==> config.mk <==
export PLATFORM = sky130hd
export DESIGN_NAME = bw_io_cmos2_od_xmit
export DESIGN_NICKNAME = d
export VERILOG_FILES = /design/src/rtl/bw_io_cmos2_od_xmit.sv
export SDC_FILE = /design/constraint.sdc
export NUM_CORES = 1
export LEC_CHECK = 0
export ABC_AREA = 1
export CAP_MARGIN = 20
export CELL_PAD_IN_SITES_DETAIL_PLACEMENT = 0
export CELL_PAD_IN_SITES_GLOBAL_PLACEMENT = 2
export CORE_ASPECT_RATIO = 0.5
export CORE_MARGIN = 2
export CORE_UTILIZATION = 34
export DETAILED_ROUTE_END_ITERATION = 6
export GPL_TIMING_DRIVEN = 0
export PLACE_DENSITY = 0.89
export SYNTH_ARGS = -nofsm -noshare
export SYNTH_HDL_FRONTEND = slang
export SYNTH_SLANG_ARGS = --single-unit
==> constraint.sdc <==
create_clock -name clk -period 3.7 [get_ports clk]
set_input_delay 1.11 -clock clk [delete_from_list [all_inputs] [get_ports clk]]
set_output_delay 1.11 -clock clk [all_outputs]
set_load 0.03 [all_outputs]
==> src/rtl/bw_io_cmos2_od_xmit.sv <==
// Open-drain bit-serial transmitter for a pulled-up CMOS2 pad.
// Drives the pad low for 0 bits, releases it for 1 bits, and reads the pad back to detect collisions.
module bw_io_cmos2_od_xmit #(
    parameter int unsigned WIDTH = 8
) (
    input  logic             clk,
    input  logic             arst_l,
    input  logic             start,
    input  logic             abort,
    input  logic [WIDTH-1:0] tx_data,
    input  logic [7:0]       div,
    output logic             busy,
    output logic             done,
    output logic [WIDTH-1:0] rx_data,
    output logic             collision,
    output logic             pad_oe,
    output logic             pad_data,
    input  logic             pad_to_core
);

    localparam int unsigned CNT_W = (WIDTH > 1) ? $clog2(WIDTH) : 1;
    localparam int unsigned PER_W = 9;

    typedef enum logic [1:0] {
        S_IDLE    = 2'd0,
        S_WAIT_HI = 2'd1,
        S_BIT     = 2'd2,
        S_DONE    = 2'd3
    } state_t;

    state_t           r_state, w_state_nxt;
    logic [WIDTH-1:0] r_shift, w_shift_nxt;
    logic [WIDTH-1:0] r_rx, w_rx_nxt;
    logic [CNT_W-1:0] r_bit, w_bit_nxt;
    logic [PER_W-1:0] r_period, w_period_nxt;
    logic [PER_W-1:0] r_phase, w_phase_nxt;
    logic             r_coll, w_coll_nxt;
    logic             r_oe, w_oe_nxt;
    logic             r_busy, r_done;
    logic             r_sync1, r_psync;

    assign busy      = r_busy;
    assign done      = r_done;
    assign rx_data   = r_rx;
    assign collision = r_coll;
    assign pad_oe    = r_oe;
    assign pad_data  = 1'b0;

    // Two-flop synchronizer; resets high to match an idle pulled-up pad
    always_ff @(posedge clk or negedge arst_l) begin
        if (!arst_l) begin
            r_sync1 <= 1'b1;
            r_psync <= 1'b1;
        end else begin
            r_sync1 <= pad_to_core;
            r_psync <= r_sync1;
        end
    end

    always_ff @(posedge clk or negedge arst_l) begin
        if (!arst_l) begin
            r_state  <= S_IDLE;
            r_shift  <= '0;
            r_rx     <= '0;
            r_bit    <= '0;
            r_period <= '0;
            r_phase  <= '0;
            r_coll   <= 1'b0;
            r_oe     <= 1'b0;
            r_busy   <= 1'b0;
            r_done   <= 1'b0;
        end else begin
            r_state  <= w_state_nxt;
            r_shift  <= w_shift_nxt;
            r_rx     <= w_rx_nxt;
            r_bit    <= w_bit_nxt;
            r_period <= w_period_nxt;
            r_phase  <= w_phase_nxt;
            r_coll   <= w_coll_nxt;
            r_oe     <= w_oe_nxt;
            r_busy   <= (w_state_nxt != S_IDLE);
            r_done   <= (w_state_nxt == S_DONE);
        end
    end

    always_comb begin
        w_state_nxt  = r_state;
        w_shift_nxt  = r_shift;
        w_rx_nxt     = r_rx;
        w_bit_nxt    = r_bit;
        w_period_nxt = r_period;
        w_phase_nxt  = r_phase;
        w_coll_nxt   = r_coll;
        w_oe_nxt     = r_oe;

        if (abort) begin
            w_state_nxt = S_IDLE;
            w_oe_nxt    = 1'b0;
        end else begin
            case (r_state)
                S_IDLE: begin
                    w_oe_nxt = 1'b0;
                    if (start) begin
                        w_shift_nxt  = tx_data;
                        w_period_nxt = (div < 8'd3) ? PER_W'(4) : PER_W'(div) + PER_W'(1);
                        w_coll_nxt   = 1'b0;
                        w_rx_nxt     = '0;
                        w_state_nxt  = S_WAIT_HI;
                    end
                end
                S_WAIT_HI: begin
                    w_oe_nxt = 1'b0;
                    if (r_psync) begin
                        w_state_nxt = S_BIT;
                        w_bit_nxt   = '0;
                        w_phase_nxt = '0;
                        w_oe_nxt    = ~r_shift[WIDTH-1];
                    end
                end
                S_BIT: begin
                    w_phase_nxt = r_phase + PER_W'(1);
                    if (r_phase == r_period - PER_W'(1)) begin
                        // A released bit reading low means another driver owns the wire
                        if (!r_oe && !r_psync) begin
                            w_coll_nxt  = 1'b1;
                            w_oe_nxt    = 1'b0;
                            w_state_nxt = S_DONE;
                        end else begin
                            w_rx_nxt = {r_rx[WIDTH-2:0], r_psync};
                            if (r_bit == CNT_W'(WIDTH - 1)) begin
                                w_oe_nxt    = 1'b0;
                                w_state_nxt = S_DONE;
                            end else begin
                                w_bit_nxt   = r_bit + CNT_W'(1);
                                w_phase_nxt = '0;
                                w_shift_nxt = {r_shift[WIDTH-2:0], 1'b0};
                                w_oe_nxt    = ~r_shift[WIDTH-2];
                            end
                        end
                    end
                end
                S_DONE: begin
                    w_oe_nxt    = 1'b0;
                    w_state_nxt = S_IDLE;
                end
                default: begin
                    w_oe_nxt    = 1'b0;
                    w_state_nxt = S_IDLE;
                end
            endcase
        end
    end

endmodule

==> results of run 1 <==
state kept, by name, summed over array words and instances, names as in the netlist:
register and flops:
r_shift 8, done 1, r_state 2, r_phase 9, r_psync 1, r_bit 3
collision 1, rx_data 8, r_period 9, busy 1, pad_oe 1, r_sync1 1
per-layer routing:
| layer | routed length, microns | track usage [%] | vias to the layer above | share of wire [%] |
|---|---|---|---|---|
| met1 | 3010 | 18.8 | 1129 | 49 |
| met5 | 0 | 0 | - | 0 |
| met2 | 2930 | 27.2 | 29 | 48 |
| met3 | 178 | 2.93 | 2 | 2.9 |
| li1 | - | - | 1254 | - |
| met4 | 27 | 3.26 | 0 | 0.44 |
synth_stat cells (all sizes together):
cell type / n
xor2: 7
nor2: 39
o21ai: 9
inv: 46
o31ai: 2
conb: 1
a21oi: 4
a31oi: 1
dfrtp: 43
a22oi: 1
buf: 8
nand4: 21
xnor2: 8
dfstp: 2
nand3: 24
nand2: 133
ha: 5
nand3b: 7
o22ai: 2
nor4: 1
clkbuf: 3
nor3: 3
final timing paths:
check,to,slack [ns],cells after the start
max reg2reg,r_bit[0],1.73,12
min in group asynchronous,r_phase[1],0.74,1
min reg2reg,r_psync,0.36,0
max in group asynchronous,r_psync,2.41,2
max,rx_data[4],1.25,1
min,r_psync,0.36,0
area by class of cell:
class / instances / area (sq um) / share of cell area [%]
multi-input cells: 268 / 1380 / 41.0
flip-flops and latches: 45 / 1130 / 33.4
repair buffers: 33 / 335 / 9.93
inverters: 46 / 173 / 5.11
well taps: 112 / 140 / 4.15
clock buffers: 8 / 136 / 4.04
plain buffers: 11 / 81.3 / 2.41
power by group through the flow:
stage | combinational (mW) | sequential [mW] | clock, mW
after floorplan | 0.395 | 0.685 | 0
after global placement | 0.545 | 0.682 | 0
after detailed placement | 0.559 | 0.684 | 0
after CTS | 0.561 | 0.677 | 0.447
after global routing | 0.636 | 0.691 | 0.466
final | 0.553 | 0.676 | 0.433
cells in the final DEF, fill, tap and decap left out, drive strengths merged, types with 3 or more instances in the layout:
master           n
nand3           24
nand4           21
a21oi            4
dfrtp           43
clkbuf          11
nor2            39
o21ai            9
ha               5
xnor2            8
inv             46
nand2          133
nand3b           7
xor2             7
buf             10
nor3             3
clkdlybuf4s50   31
cell families after synthesis:
logic type | count (synthesis)
buffers and inverters | 57
and+or+nand+nor | 228
xor gates and xnor gates | 15
AOI/OAI and AO/OA | 19
DFF | 45
adders and majority gates | 5
other | 1
==> metrics.md, run 1 <==
| Metric | Value |
|---|---|
| Outcome | `finished, final reports clean` |
| Sequential area share after synthesis | `around 41%` |
| I/O pin cnt | `34` |
| Synth top area cells | `dfrtp_1 (39%), nand2_1 (17%), inv_1 (5.4%)` |
| WP data required | `between 2 and 3 ns` |
| Cell area power density | `roughly 490 nW/um^2` |
| Unique masters post-synth | `34` |
| Overall routed net length | `just over 6000 microns` |
| Sw Ratio | `between 30 and 40%` |
| GR Overflow Total | `0` |
| P_leak | `1.68 nW` |
| Final hold slack | `about 0.36 ns` |
| Worst r2r src | `r_period[0]` |
| CTS Buffer Depth | `2` |
| Sequential Power Share | `between 40% and 50%` |
| Design Power | `approximately 1.7 mW` |
| Fin crit share | `between 60% and 70%` |
| Critical path origin | `rx_data[4]` |
| Slowest stage cell, crit path | `clkdlybuf4s50_1` |
| Clock power frac | `approximately a quarter` |
| Pre-CTS WS | `0.953 ns` |
| Dpl cells | `~520` |
| Simple-gate area share of the yosys netlist | `between 30% and 40%` |
| Worst-path fanout max | `3` |
| Worst setup EP type | `primary output` |
| Syn_area_per_cell | `~7.5 sq um` |
| WP buf/inv | `1` |
| All-Layer GR Usage | `about 15%` |
| Crit Path Category | `reg -> out` |
| DR WL/cell | `about 12 microns` |
| Diode count | `0` |
| CP max stage delay | `just under 0.7 ns` |
| Final worst slack | `around 1.2 ns` |
| Register bit count reported by yosys | `45` |
| Post-CTS Setup Bufs | `0` |
| Pin count of the biggest net entering global routing | `32` |
| Hold Vio Cnt, Final | `0` |
| Number of global-route vias before repair | `~2.3k` |
| Mapped Area | `around 2800 sq um` |
| Max IR drop VDD | `around 0.18 mV` |
| Core area | `~7900 sq um` |
| CTS root buffer | `clkbuf_16` |
| Starting density of the core | `between 30% and 40%` |
| Layout cells sized above 1 | `approximately a tenth` |
| Die W | `about 130 microns` |
| Non-filler cells in the finished layout | `523` |
| Die Area | `roughly 8900 sq um` |
| TritonCTS clock tree | `built` |
| ANT nets after route | `0` |
| CTS sink cnt | `45` |
| Startpoint types | `flop` |
| Max Fclk | `roughly 410 MHz` |
| Critical-path cell list | `clkdlybuf4s50_1` |
| Top cell type's share of synthesized area | `between 30% and 40%` |
| Reg clk slew, reported paths | `0.06 ns` |
| NetSw | `about 600 uW` |
| Gpl congestion | `about 0.74` |
| DR vias/cell | `4.62` |
| Xor/xnor cell area share of the yosys netlist | `around 4.7%` |
| Post_cts resized | `0` |
| Top Family by Delay on Critical Path | `buffers and inverters` |
| Worst min path class | `reg -> reg` |
| Residual DRC | `0` |
| Yosys top cell by area | `dfrtp_1` |
| Total of max-cap violations | `0` |
| Mapped Cells | `370` |
| Drt pass-1 iters | `4` |
| Fin crit period | `2.45 ns` |
| Largest family of logic cells by synthesized area | `simple AND/OR/NAND/NOR gates` |
| Filler Cell Count | `approximately 830` |
| Synthesis warning total | `0` |
| Critical hold path startpoint | `r_sync1` |
| DRT iter0 DRCs | `96` |
| Worst-Skew Late Latency | `0.29 ns` |
| Post-synthesis compound-gate area fraction | `approximately 4.1%` |
| First-pass GRT wire length | `approximately 11000 microns` |
| Final #Nets | `roughly 440` |
| Final setup vio count | `0` |
| Post-route cell area | `3380 sq um` |
| CP Data Arrival Time | `approximately 1.3 ns` |
| Multiplexer area fraction after synthesis | `0%` |
| Finished Core Util | `a little over two fifths` |
| Site Rows | `23` |
| Area Growth Syn to Fin | `22.1%` |
| Synth Area in Adders | `approximately 2.3%` |
| Port Buf Inserts | `32` |
| Via count | `2414` |
| RSZ-0062 raised after global routing | `false` |
| Worst clock skew | `0.00369 ns` |
| Final HPWL DP | `around 4700 microns` |
| Hold buffer count at cts | `0` |
| Initial antenna violation count | `0` |
| H-tree depth | `2` |
| Area after DPL | `around 3200 sq um` |
| Syn nets | `slightly below 400` |
| Setup_tns | `0 ns` |
| Max Slew Vio Count | `0` |
| Chip height | `slightly below 70 microns` |
| Logic pwr share | `33.3%` |
| CTS Buf Count | `5` |
| Internal power | `~1.1 mW` |
Note: power is estimated with default switching activity, not from simulation.
==> inputs of run 2 (changes only) <==
CORE_UTILIZATION = 29   (was 34)
PLACE_DENSITY = 0.81   (was 0.89)
clock period = 2.2 ns   (was 3.7 ns; I/O delays follow)
==> metrics.md, run 2 (synthesized netlist as in run 1, its figures left out) <==
| Metric | Value |
|---|---|
| Max IR drop VDD | `0.262 mV (+44%)` |
| Most common cell after layout, fill and taps aside | `nand2_1` |
| Hold buffer count at cts | `0 (unchanged)` |
| Slowest stage cell, crit path | `clkdlybuf4s50_1` |
| Fin crit period | `~2.0 ns` |
| Area Growth Syn to Fin | `22.6%` |
| Non-filler cells in the finished layout | `532 (+1.7%)` |
| Drt pass-1 iters | `4 (unchanged)` |
| Filler Cell Count | `990 (+19%)` |
| Biggest regs | `r_period x9, r_phase x9` |
| Fin crit share | `between 90 and 100%` |
| Reg clk slew, reported paths | `0.07 ns (about the same)` |
| Via count | `2362 (-2.2%)` |
| WP buf/inv | `1 (unchanged)` |
| CTS Buf Count | `5 (unchanged)` |
| Number of global-route vias before repair | `2265 (-3.5%)` |
| Post-CTS Setup Bufs | `0 (unchanged)` |
| Site Rows | `25 (+8.7%)` |
| Most frequent cells in the layout | `nand2_1 (124), dfrtp_1 (43), inv_1 (40)` |
| Overall routed net length | `6460 microns (+5.0%)` |
| ANT nets after route | `0 (unchanged)` |
| Worst r2r src | `r_period[0]` |
| Max Slew Vio Count | `0 (unchanged)` |
| DR vias/cell | `4.44 (-3.8%)` |
| Pin count of the biggest net entering global routing | `32 (unchanged)` |
| Dpl cells | `524 (+1.7%)` |
| I/O pin cnt | `34 (unchanged)` |
| Worst-Skew Late Latency | `0.30 ns (about the same)` |
| All-Layer GR Usage | `13.8% (-1.1 points)` |
| Layout cells sized above 1 | `10.7% (+0.49 points)` |
| Residual DRC | `0 (unchanged)` |
| CTS root buffer | `clkbuf_16` |
| Footprint of the multi-input gates | `1380 sq um (unchanged)` |
| Starting density of the core | `29.6% (-5.3 points)` |
| Die Area | `10400 sq um (+16%)` |
| Initial antenna violation count | `0 (unchanged)` |
| CP Data Arrival Time | `1.36 ns (+0.02 ns)` |
| Post_cts resized | `0 (unchanged)` |
| CTS Buffer Depth | `2 (unchanged)` |
| Worst setup EP type | `primary output` |
| Critical-path cell list | `clkdlybuf4s50_1` |
| Critical path origin | `pad_oe` |
| Cell area power density | `835 nW/um^2 (+70%)` |
| Crit Path Category | `reg -> out` |
| Final HPWL DP | `4720 microns (+0.92%)` |
| Worst-path fanout max | `3 (unchanged)` |
| DR WL/cell | `12.1 microns (+3.2%)` |
| Port Buf Inserts | `32 (unchanged)` |
| Worst clock skew | `0.00473 ns (+0.00104 ns)` |
| CTS sink cnt | `45 (unchanged)` |
| Total of max-cap violations | `0 (unchanged)` |
| P_leak | `1.68 nW (+0.33%)` |
| Worst min path class | `in -> async` |
| Sequential Area | `1130 sq um (unchanged)` |
| RSZ-0062 raised after global routing | `false` |
| Outcome | `finished, final reports clean` |
| Max Fclk | `between 400 and 500 MHz` |
| Gpl congestion | `0.771 (+3.9%)` |
| CP max stage delay | `0.69 ns (about the same)` |
| GR Overflow Total | `0 (unchanged)` |
| First-pass GRT wire length | `11200 microns (+4.3%)` |
| Hold Vio Cnt, Final | `0 (unchanged)` |
| DRT iter0 DRCs | `92 (-4.2%)` |
| Startpoint types | `flop` |
| TritonCTS clock tree | `built` |
| Final #Nets | `436 (unchanged)` |
| WP data required | `1.54 ns (-1.05 ns)` |
| Core area | `9350 sq um (+18%)` |
| Diode count | `0 (unchanged)` |
| Top Family by Delay on Critical Path | `buffers and inverters` |
| Finished Core Util | `36.3% (-6.3 points)` |
| Final setup vio count | `0 (unchanged)` |
| Chip height | `73.1 microns (+7.8%)` |
| H-tree depth | `2 (unchanged)` |
| Design Power | `2.83 mW (+70%)` |
| Die W | `142 microns (+8.0%)` |
## run 2: routing by layer
| layer | wire length (microns) | track usage [%] | part of all wire, % | up-vias |
|---|---|---|---|---|
| met1 | 3300 | 18.8 | 51 | 1071 |
| li1 | - | - | - | 1254 |
| met3 | 192 | 3.28 | 3.0 | 11 |
| met2 | 2830 | 21.6 | 44 | 26 |
| met4 | 130 | 5.22 | 2.0 | 0 |
| met5 | 0 | 0 | 0 | - |
## run 2: final cells by class
type,count,share of cell area (%)
buffer,11,2.40
clock buffer,6,3.80
clock inverter,2,0.295
inverter,46,5.09
multi-input combinational,268,40.8
sequential,45,33.3
tap,121,4.46
timing repair buffer,33,9.89
## run 2: report_power, final
| part | switching, mW | internal [mW] | total [mW] | leakage (nW) |
|---|---|---|---|---|
| Combinational | 0.570 | 0.359 | 0.930 | 1.02 |
| Sequential | 0.150 | 0.993 | 1.14 | 0.588 |
| Clock | 0.340 | 0.418 | 0.758 | 0.0706 |
## run 2: final timing paths
| kind | end | slack [ns] | cells after the start |
|---|---|---|---|
| max in group asynchronous | r_psync | 1.36 | 2 |
| worst min register to register | r_psync | 0.36 | 0 |
| min in group clk | r_psync | 0.36 | 0 |
| worst max-delay path | pad_oe | 0.18 | 1 |
| worst min-delay path | r_shift[1] | 0.27 | 1 |
| worst max register to register | rx_data[1] | 0.29 | 12 |
## run 2: per-stage QoR
step | hold slack, ns | setup WS, ns | area [sq um] | setup TNS, ns
6_report | 0.274 | 0.176 | 3390 | 0
5_1_grt | 0.295 | 0.0804 | 3390 | 0
4_1_cts | 0.282 | 0.161 | 3390 | 0
3_5_place_dp | 0.354 | -0.101 | 3250 | -0.794
3_3_place_gp | 0.347 | -0.906 | 3240 | -40.33
2_1_floorplan | 0.345 | 0.525 | 2770 | 0
==> inputs of run 3 (changes only) <==
CTS_CLUSTER_DIAMETER = 50   (was default)
==> results of run 3 <==
Final layout, timing and power as in run 2 (identical DEF).
